[config.mk]
export PLATFORM = sky130hd
export DESIGN_NAME = lc3_trace_capture
export DESIGN_NICKNAME = d
export VERILOG_FILES = /design/src/rtl/lc3_trace_capture.sv
export SDC_FILE = /design/constraint.sdc
export NUM_CORES = 1
export LEC_CHECK = 0
export CAP_MARGIN = 20
export CELL_PAD_IN_SITES_DETAIL_PLACEMENT = 1
export CELL_PAD_IN_SITES_GLOBAL_PLACEMENT = 1
export CORE_AREA = 2 2 305 307
export CTS_CLUSTER_DIAMETER = 40
export DETAILED_ROUTE_END_ITERATION = 6
export DIE_AREA = 0 0 307 309
export GPL_TIMING_DRIVEN = 1
export PLACE_DENSITY_LB_ADDON = 0.1
export SYNTH_ARGS = -nofsm -noshare
export SYNTH_HDL_FRONTEND = slang
export SYNTH_SLANG_ARGS = --single-unit
export TNS_END_PERCENT = 100
[constraint.sdc]
create_clock -name clk -period 28.6 [get_ports clk]
set_input_delay 5.72 -clock clk [delete_from_list [all_inputs] [get_ports clk]]
set_output_delay 5.72 -clock clk [all_outputs]
set_load 0.05 [all_outputs]
[src/rtl/lc3_trace_capture.sv]
// Per-instruction commit tracer for the lc3 core: builds one PennSim-style record per retired
// instruction and queues it in a first-word-fall-through FIFO. Optional macro: TRACE_OVFL_COUNT_EN.
module lc3_trace_capture #(
    parameter int          DEPTH       = 16,
    parameter logic [5:0]  FETCH_STATE = 6'd18,
    parameter int          AW          = $clog2(DEPTH)
) (
    input  logic          clk,
    input  logic          reset_n,
    input  logic          trace_en,
    input  logic          flush,
    input  logic [5:0]    dbg_next_state,
    input  logic [15:0]   dbg_pc,
    input  logic [15:0]   dbg_instruction,
    input  logic          dbg_ldreg,
    input  logic [15:0]   dbg_databus,
    input  logic          dbg_mioen,
    input  logic [15:0]   dbg_mar,
    input  logic [15:0]   dbg_mdr,
    output logic          out_valid,
    input  logic          out_ready,
    output logic [81:0]   out_record,
    output logic [AW:0]   level,
    output logic          overflow
`ifdef TRACE_OVFL_COUNT_EN
    ,
    output logic [15:0]   ovfl_count
`endif
);

    localparam logic [AW:0] PTR_ONE = {{AW{1'b0}}, 1'b1};

    logic          fetch_now;
    logic          fetch_d;
    logic          cp;
    logic          armed;
    logic [15:0]   insn_pc;
    logic          ldreg_acc;
    logic [15:0]   regin_acc;
    logic          mio_acc;
    logic [15:0]   mar_acc;
    logic [15:0]   mdr_acc;

    logic          rec_ldreg;
    logic [15:0]   rec_regin;
    logic          rec_mio;
    logic [15:0]   rec_mar;
    logic [15:0]   rec_mdr;
    logic [81:0]   rec;

    logic          push;
    logic          pop;
    logic          full;
    logic          empty;
    logic          do_write;
    logic          drop;
    logic [AW:0]   wr_ptr;
    logic [AW:0]   rd_ptr;
    logic [81:0]   mem [DEPTH];

    // Flags raised in the commit cycle itself still belong to the instruction that is retiring.
    always_comb begin
        fetch_now = (dbg_next_state == FETCH_STATE);
        cp        = fetch_now & ~fetch_d;
        rec_ldreg = ldreg_acc | dbg_ldreg;
        rec_regin = dbg_ldreg ? dbg_databus : regin_acc;
        rec_mio   = mio_acc | dbg_mioen;
        rec_mar   = dbg_mioen ? dbg_mar : mar_acc;
        rec_mdr   = dbg_mioen ? dbg_mdr : mdr_acc;
        rec       = {insn_pc, dbg_instruction, rec_ldreg, rec_regin, rec_mio, rec_mar, rec_mdr};
    end

    always_ff @(posedge clk or negedge reset_n) begin
        if (!reset_n) begin
            fetch_d   <= 1'b0;
            armed     <= 1'b0;
            insn_pc   <= '0;
            ldreg_acc <= 1'b0;
            regin_acc <= '0;
            mio_acc   <= 1'b0;
            mar_acc   <= '0;
            mdr_acc   <= '0;
        end else begin
            fetch_d <= fetch_now;
            if (cp) begin
                armed     <= 1'b1;
                insn_pc   <= dbg_pc;
                ldreg_acc <= 1'b0;
                regin_acc <= '0;
                mio_acc   <= 1'b0;
                mar_acc   <= '0;
                mdr_acc   <= '0;
            end else begin
                if (dbg_ldreg) begin
                    ldreg_acc <= 1'b1;
                    regin_acc <= dbg_databus;
                end
                if (dbg_mioen) begin
                    mio_acc <= 1'b1;
                    mar_acc <= dbg_mar;
                    mdr_acc <= dbg_mdr;
                end
            end
        end
    end

    // When full, a simultaneous pop frees the slot being written, so the push is still taken.
    always_comb begin
        empty      = (wr_ptr == rd_ptr);
        full       = (wr_ptr[AW] != rd_ptr[AW]) && (wr_ptr[AW-1:0] == rd_ptr[AW-1:0]);
        out_valid  = ~empty;
        pop        = out_valid & out_ready;
        push       = cp & armed & trace_en;
        do_write   = push & ~flush & (~full | pop);
        drop       = push & ~flush & full & ~pop;
        level      = wr_ptr - rd_ptr;
        out_record = out_valid ? mem[rd_ptr[AW-1:0]] : '0;
    end

    always_ff @(posedge clk) begin
        if (do_write) begin
            mem[wr_ptr[AW-1:0]] <= rec;
        end
    end

    always_ff @(posedge clk or negedge reset_n) begin
        if (!reset_n) begin
            wr_ptr   <= '0;
            rd_ptr   <= '0;
            overflow <= 1'b0;
        end else if (flush) begin
            wr_ptr   <= '0;
            rd_ptr   <= '0;
            overflow <= 1'b0;
        end else begin
            if (do_write) begin
                wr_ptr <= wr_ptr + PTR_ONE;
            end
            if (pop) begin
                rd_ptr <= rd_ptr + PTR_ONE;
            end
            if (drop) begin
                overflow <= 1'b1;
            end
        end
    end

`ifdef TRACE_OVFL_COUNT_EN
    always_ff @(posedge clk or negedge reset_n) begin
        if (!reset_n) begin
            ovfl_count <= '0;
        end else if (flush) begin
            ovfl_count <= '0;
        end else if (drop && (ovfl_count != 16'hFFFF)) begin
            ovfl_count <= ovfl_count + 16'd1;
        end
    end
`endif

endmodule

==> tab_implementation.tex <==
\begin{tabular}{lr}
\hline
Metric & Value \\
\hline
\multicolumn{2}{l}{\textbf{Placement}} \\
\quad GP Congestion & 0.782 \\
\quad IO buf count & 181 \\
\quad Sum of net half-perimeters after detailed placement & 68,300 um \\
\multicolumn{2}{l}{\textbf{Clocking}} \\
\quad TritonCTS clock tree & yes \\
\quad Clock root cell & clkbuf\_16 \\
\quad Total setup buffers inserted after CTS & 0 \\
\quad Clock net sink count & 1,391 \\
\quad CTS HTree Levels & 4 \\
\quad Source-to-sink clock delay at the later pin of the worst-skew pair & 760 ps \\
\quad TritonCTS buffer count & 157 \\
\quad Hold buffer count at cts & 0 \\
\quad Clock-pin slew on the worst setup and hold paths & 50 ps \\
\quad CTS max path bufs & 3 \\
\quad Count of instances resized after the clock tree is built & 0 \\
\multicolumn{2}{l}{\textbf{Power}} \\
\quad Psw & 0.903 mW \\
\quad Register share of total power & 52.1\% \\
\quad Static leakage power & 19.7 nW \\
\quad Clk network pwr share & 45.9\% \\
\quad Cell-internal power & 3.50 mW \\
\quad Switching share of power & 20.5\% \\
\quad Part of the power in combinational logic & 2.0\% \\
\quad Total power density per cell area & 71.4 nW/um\^{}2 \\
\quad Worst IR drop on VDD & 0.0646 mV \\
\multicolumn{2}{l}{\textbf{Final layout}} \\
\quad Share of layout cells above drive strength 1 & 26.4\% \\
\quad N\_diodes & 0 \\
\quad Area growth, synth to finish & 16.6\% \\
\quad Fin util & 67.5\% \\
\quad Nets & 2,727 \\
\quad Filler Cell Count & 7,085 \\
\multicolumn{2}{l}{\textbf{Yosys}} \\
\quad Top FF cell, synth & edfxtp\_1 \\
\quad Mean instance size in the synthesized netlist & 22.5 sq um \\
\quad Proportion of synthesized flip-flops having asynchronous set or reset & 5.68\% \\
\quad Register area share after synthesis & 78.2\% \\
\quad Count of flip-flops with a built-in enable after synthesis & 1,312 \\
\quad Cell type contributing the most total cell area after synthesis & edfxtp\_1 \\
\quad Synthesized area & 52,900 sq um \\
\quad Leading post-synthesis cells by cell area & edfxtp\_1 74\%, mux4\_2 14\%, dfrtp\_1 3.7\% \\
\quad Portion of synthesized cell area occupied by the leading cell type & 74.5\% \\
\quad Net count of the mapped netlist & 2,451 \\
\quad Number of synthesized register bits & 1,391 \\
\quad Cell variety after synth & 45 \\
\quad Number of standard cells after synthesis & 2,348 \\
\quad Count of yosys warnings during synthesis & 0 \\
\multicolumn{2}{l}{\textbf{Worst setup path}} \\
\quad Crit Path Class & reg2out \\
\quad Number of cells traversed by the worst register-to-register path & 8 \\
\quad Reg2Reg Setup Slack & 22,820 ps \\
\quad Maximum fanout along the worst path & 63 \\
\quad Critical Path End Type & primary output \\
\quad Critical R2R Launch & rd\_ptr[1]\$\_DFFE\_PN0P\_ \\
\quad Start point of the critical path & rd\_ptr[2]\$\_DFFE\_PN0P\_ \\
\quad Crit path capture & out\_record[5] \\
\quad Data required time of the worst path & 22,880 ps \\
\quad WP data arrival & 5740 ps \\
\quad Endpoint of the worst-slack reg-to-reg timing path & mem[8][59]\$\_DFFE\_PP\_ \\
\quad Critical Path Start Type & flip-flop \\
\multicolumn{2}{l}{\textbf{Floorplan}} \\
\quad Total number of placement rows & 111 \\
\quad Core footprint & 91,400 sq um \\
\quad Initial cell density of the core & 57.9\% \\
\quad Die area & 94,900 sq um \\
\quad Io pins & 182 \\
\quad Height of the die & 309 um \\
\quad Die W & 307 um \\
\multicolumn{2}{l}{\textbf{Global routing}} \\
\quad Global-route usage over all layers & 28.4\% \\
\quad Initial antenna violation count & 4 \\
\quad Grt ovf & 0 \\
\quad Via count of the first global-routing pass & 27,971 \\
\quad Wire length of the first global-routing pass & 191,000 um \\
\quad Maximum number of pins on one net before global-route repair & 118 \\
\multicolumn{2}{l}{\textbf{Min path}} \\
\quad Worst hold path cell count & 1 \\
\quad Kind of path behind the tightest hold check & reg2reg \\
\multicolumn{2}{l}{\textbf{Timing}} \\
\quad Final critical delay including setup and external delays & 11,460 ps \\
\quad Number of slew-limit violations in the final report & 0 \\
\quad Worst Max-Slew Pin Slew & 1190 ps \\
\quad Worst slew margin & 20.6\% \\
\quad Period utilisation layout & 40.1\% \\
\quad Final hold vios & 0 \\
\quad Clock tree skew after final layout & 22.8 ps \\
\quad Maximum clock frequency & 87.2 MHz \\
\quad Setup repair after global routing missed its margin & false \\
\quad Final total negative setup slack & 0 ps \\
\quad Final setup viols & 0 \\
\multicolumn{2}{l}{\textbf{Flow run}} \\
\quad Max-cap violation count & 0 \\
\multicolumn{2}{l}{\textbf{Routing}} \\
\quad DRT Pass-1 Iters & 5 \\
\quad Final wirelength & 130,000 um \\
\quad Iter 0 DRT Violations & 2,575 \\
\quad Overall via count from detail\_route & 25,485 \\
\quad \# DRC & 0 \\
\quad Detailed-route vias per instance & 6.47 \\
\quad ANT nets after route & 0 \\
\quad Per-cell routed wire length & 33.1 um \\
\multicolumn{2}{l}{\textbf{Status}} \\
\quad Status & completed \\
\hline
\end{tabular}
metal layers:
| layer | track usage, % | part of all wire (%) | routed length, um | vias up |
|---|---|---|---|---|
| met1 | 37.3 | 38 | 50200 | 13762 |
| met4 | 10.2 | 3.4 | 4440 | 6 |
| li1 | - | - | - | 10421 |
| met3 | 5.69 | 6.5 | 8530 | 260 |
| met2 | 47.9 | 52 | 67200 | 1036 |
| met5 | 0 | 0.026 | 34 | - |
worst min path at each step:
stage,from,endpoint,slack [ps]
global placement,armed$_DFFE_PN0N_,armed$_DFFE_PN0N_,440
global route,armed$_DFFE_PN0N_,armed$_DFFE_PN0N_,530
floorplan,armed$_DFFE_PN0N_,armed$_DFFE_PN0N_,430
finish,armed$_DFFE_PN0N_,armed$_DFFE_PN0N_,460
CTS,armed$_DFFE_PN0N_,armed$_DFFE_PN0N_,460
detailed placement,armed$_DFFE_PN0N_,armed$_DFFE_PN0N_,450
layout make-up:
type,instances,area (sq um),share of cell area (%)
inverter,14,57.6,0.0934
clock buffer,199,4350,7.05
tap,1186,1480,2.41
multi-input combinational,816,11100,18.0
clock inverter,90,921,1.49
timing repair buffer,244,2370,3.85
sequential,1391,41400,67.1
worst max-delay path, stage by stage (launching register included):
cell and delay [ps]:
dfrtp_4 800, clkinv_1 440, ha_1 480, nand4_1 340, o21ai_4 650, buf_4 850, o21ai_0 530, clkdlybuf4s50_1 830
cells in the mapped netlist, drive strengths merged (3+ instances only):
cell / n
and2: 51
xnor2: 6
nand2: 52
inv: 12
ha: 9
a22oi: 81
clkbuf: 88
nor2: 11
nor3: 12
a21oi: 4
a31oi: 3
mux2i: 85
o21ai: 85
mux2: 49
buf: 39
nand4: 4
o211ai: 3
mux4: 327
dfrtp: 79
edfxtp: 1312
nor4: 4
nand2b: 3
power by group through the flow:
stage                     sequential [mW]  combinational (mW)  clock, mW
final                                2.29              0.0872       2.02
after global routing                 2.30              0.0950       2.12
after CTS                            2.30              0.0868       2.05
after detailed placement             2.34              0.0865          0
after global placement               2.33              0.0792          0
after floorplan                      2.33              0.0427          0
kinds of logic (layout without fill, tap and decap cells):
| group | Yosys count | after routing | synth area share, % |
|---|---|---|---|
| AOI/OAI and AO/OA | 185 | 185 | 2.22 |
| xor gates and xnor gates | 8 | 8 | 0.132 |
| adders and majority gates | 10 | 10 | 0.251 |
| buffers and inverters | 141 | 547 | 1.06 |
| DFF | 1391 | 1391 | 78.2 |
| muxes | 461 | 461 | 16.6 |
| and+or+nand+nor | 152 | 152 | 1.52 |
metrics by stage:
stage | hold slack [ps] | instances | worst slack, ps | power (mW) | area, sq um
after global placement | 442 | 3646 | 17820 | 2.41 | 56300
after global routing | 526 | 3940 | 16880 | 4.51 | 61700
after floorplan | 425 | 2348 | 13160 | 2.37 | 52900
after detailed placement | 450 | 3647 | 17660 | 2.42 | 56300
after CTS | 464 | 3936 | 17100 | 4.43 | 61600
final | 458 | 3940 | 17140 | 4.40 | 61700
state kept, by name, summed over array words and instances, names as in the netlist:
name       flops
mdr_acc       16
wr_ptr         5
fetch_d        1
ldreg_acc      1
overflow       1
regin_acc     16
insn_pc       16
mar_acc       16
armed          1
mio_acc        1
rd_ptr         5
mem         1312
placed cells by master, fill, tap and decap left out, drive strengths merged, types with 4 or more instances in the layout:
| cell type | count |
|---|---|
| xnor2 | 6 |
| bufinv | 12 |
| clkinvlp | 17 |
| clkdlybuf4s50 | 179 |
| inv | 33 |
| nor4 | 4 |
| clkbuf | 199 |
| nor2 | 11 |
| edfxtp | 1312 |
| mux2i | 85 |
| dfrtp | 79 |
| nor3 | 12 |
| ha | 9 |
| buf | 65 |
| mux2 | 49 |
| mux4 | 327 |
| o21ai | 85 |
| and2 | 51 |
| nand2 | 52 |
| clkinv | 42 |
| a21oi | 4 |
| a22oi | 81 |
| nand4 | 4 |
(Power assumes the default switching activity.)
==> edit (same flow settings) <==
`DEPTH`: 16 -> 8.
--- a/src/rtl/lc3_trace_capture.sv
+++ b/src/rtl/lc3_trace_capture.sv
@@ -3,3 +3,3 @@
 module lc3_trace_capture #(
-    parameter int          DEPTH       = 16,
+    parameter int          DEPTH       = 8,
     parameter logic [5:0]  FETCH_STATE = 6'd18,
Ports: changed (resized level); port bits go from 182 to 181. The function was not compared with the original's and may differ.
==> edit against the original RTL <==
Synthesized area down 46%. Sequential cell count shrank 658. Synthesized cell count shrank 40%. Clock skew decreased by 0.00082 ns. Via count down 44%. Largest power group is now clock. Critical path depth did not move. Routed wire length shrank 43%. Cell count down 25%. Final area fell by 42%. Total power decreased by 36%. Sequential power fell by 47%. Largest cell class unchanged. Worst setup slack better by 1.2 ns. Critical path type unchanged. Sequential share of layout area shrank 7.0 points.
==> edit: results (changes against the original RTL) <==
outcome: finished, final reports clean (unchanged)
H-tree levels: 3 (was 4)
clock latency on the worst-skew pair: 0.68 ns (was 0.76 ns)
mux cell area share after synthesis: 15.7% (was 16.6%)
Logic inverters: 11 (was 14)
first drt pass iteration count: 4 (was 5)
ClkCell Share: 12.3% (was 8.54%)
Non-clk bufs: 213 (was 244)
LEAKAGE: 0.0117 uW (was 0.0197 uW)
ys async rst share: 10.5% (was 5.68%)
via count: 14200 (was 25500)
Max VDD drop: 0.0459 mV (was 0.0646 mV)
Synthesized Nets: 1511 (was 2451)
pre-CTS WS: 18.54 ns (was 17.66 ns)
Post-Place Cell Area: 31500 sq um (was 56300 sq um)
max reg flops: 656 (was 1312)
Slowest-stage cell, CP: dfrtp_4 (was buf_4)
Synth Area in Adders: 0.292% (was 0.251%)
CP arrival: 4.50 ns (was 5.74 ns)
gr usage total: 16.0% (was 28.4%)
endpoint of the worst-slack reg-to-reg timing path: mem[7][45]$_DFFE_PP_ (was mem[8][59]$_DFFE_PP_)
Finished Cell Area: 36000 sq um (was 61700 sq um)
RD Place Congestion: 0.680 (was 0.782)
Synth cell types: 42 (was 45)
register area: 21600 sq um (was 41400 sq um)
worst setup path endpoint: out_record[0] (was out_record[5])
vias in the first global route: 16200 (was 28000)
Port Buf Inserts: 180 (was 181)
buffering overhead: 5.80% (was 3.85%)
highest metal used: met4 (was met5)
sequential area share after synthesis: 76.4% (was 78.2%)
crit-path max FO: 45 (was 63)
dpl hpwl: 38400 um (was 68300 um)
maximum clock rate: 97.8 MHz (was 87.2 MHz)
ANT cells: 2 (was 0)
[edit: cell types whose count changed after synthesis, sizes merged, moves of 15 or more]
cell,change
a21oi,+82
nand2,+113
mux2i,-83
edfxtp,-656
mux2,+15
mux4,-163
clkbuf,-54
o21ai,-83
a22oi,-81
[edit: stage by stage]
stage / hold slack [ns] / power (uW) / cells
3_5_place_dp: 0.452 / 1300 / 2729
4_1_cts: 0.465 / 2870 / 2958
6_report: 0.462 / 2830 / 2961
5_1_grt: 0.496 / 2930 / 2959
2_1_floorplan: 0.425 / 1260 / 1412
3_3_place_gp: 0.450 / 1290 / 2728
[edit: layer usage]
metal  vias up  GRT usage, %
met3       126          3.57
met1      7623          20.6
li1       6166             -
met4         0          4.59
met2       278          27.1
met5         -             0
[edit: power groups by stage]
stage	logic, uW	clock network (uW)	registers [uW]
final	62.9	1560	1210
after global routing	69.8	1640	1210
after CTS	64.4	1600	1210
after detailed placement	64.0	0	1230
after global placement	61.5	0	1230
after floorplan	32.3	0	1230
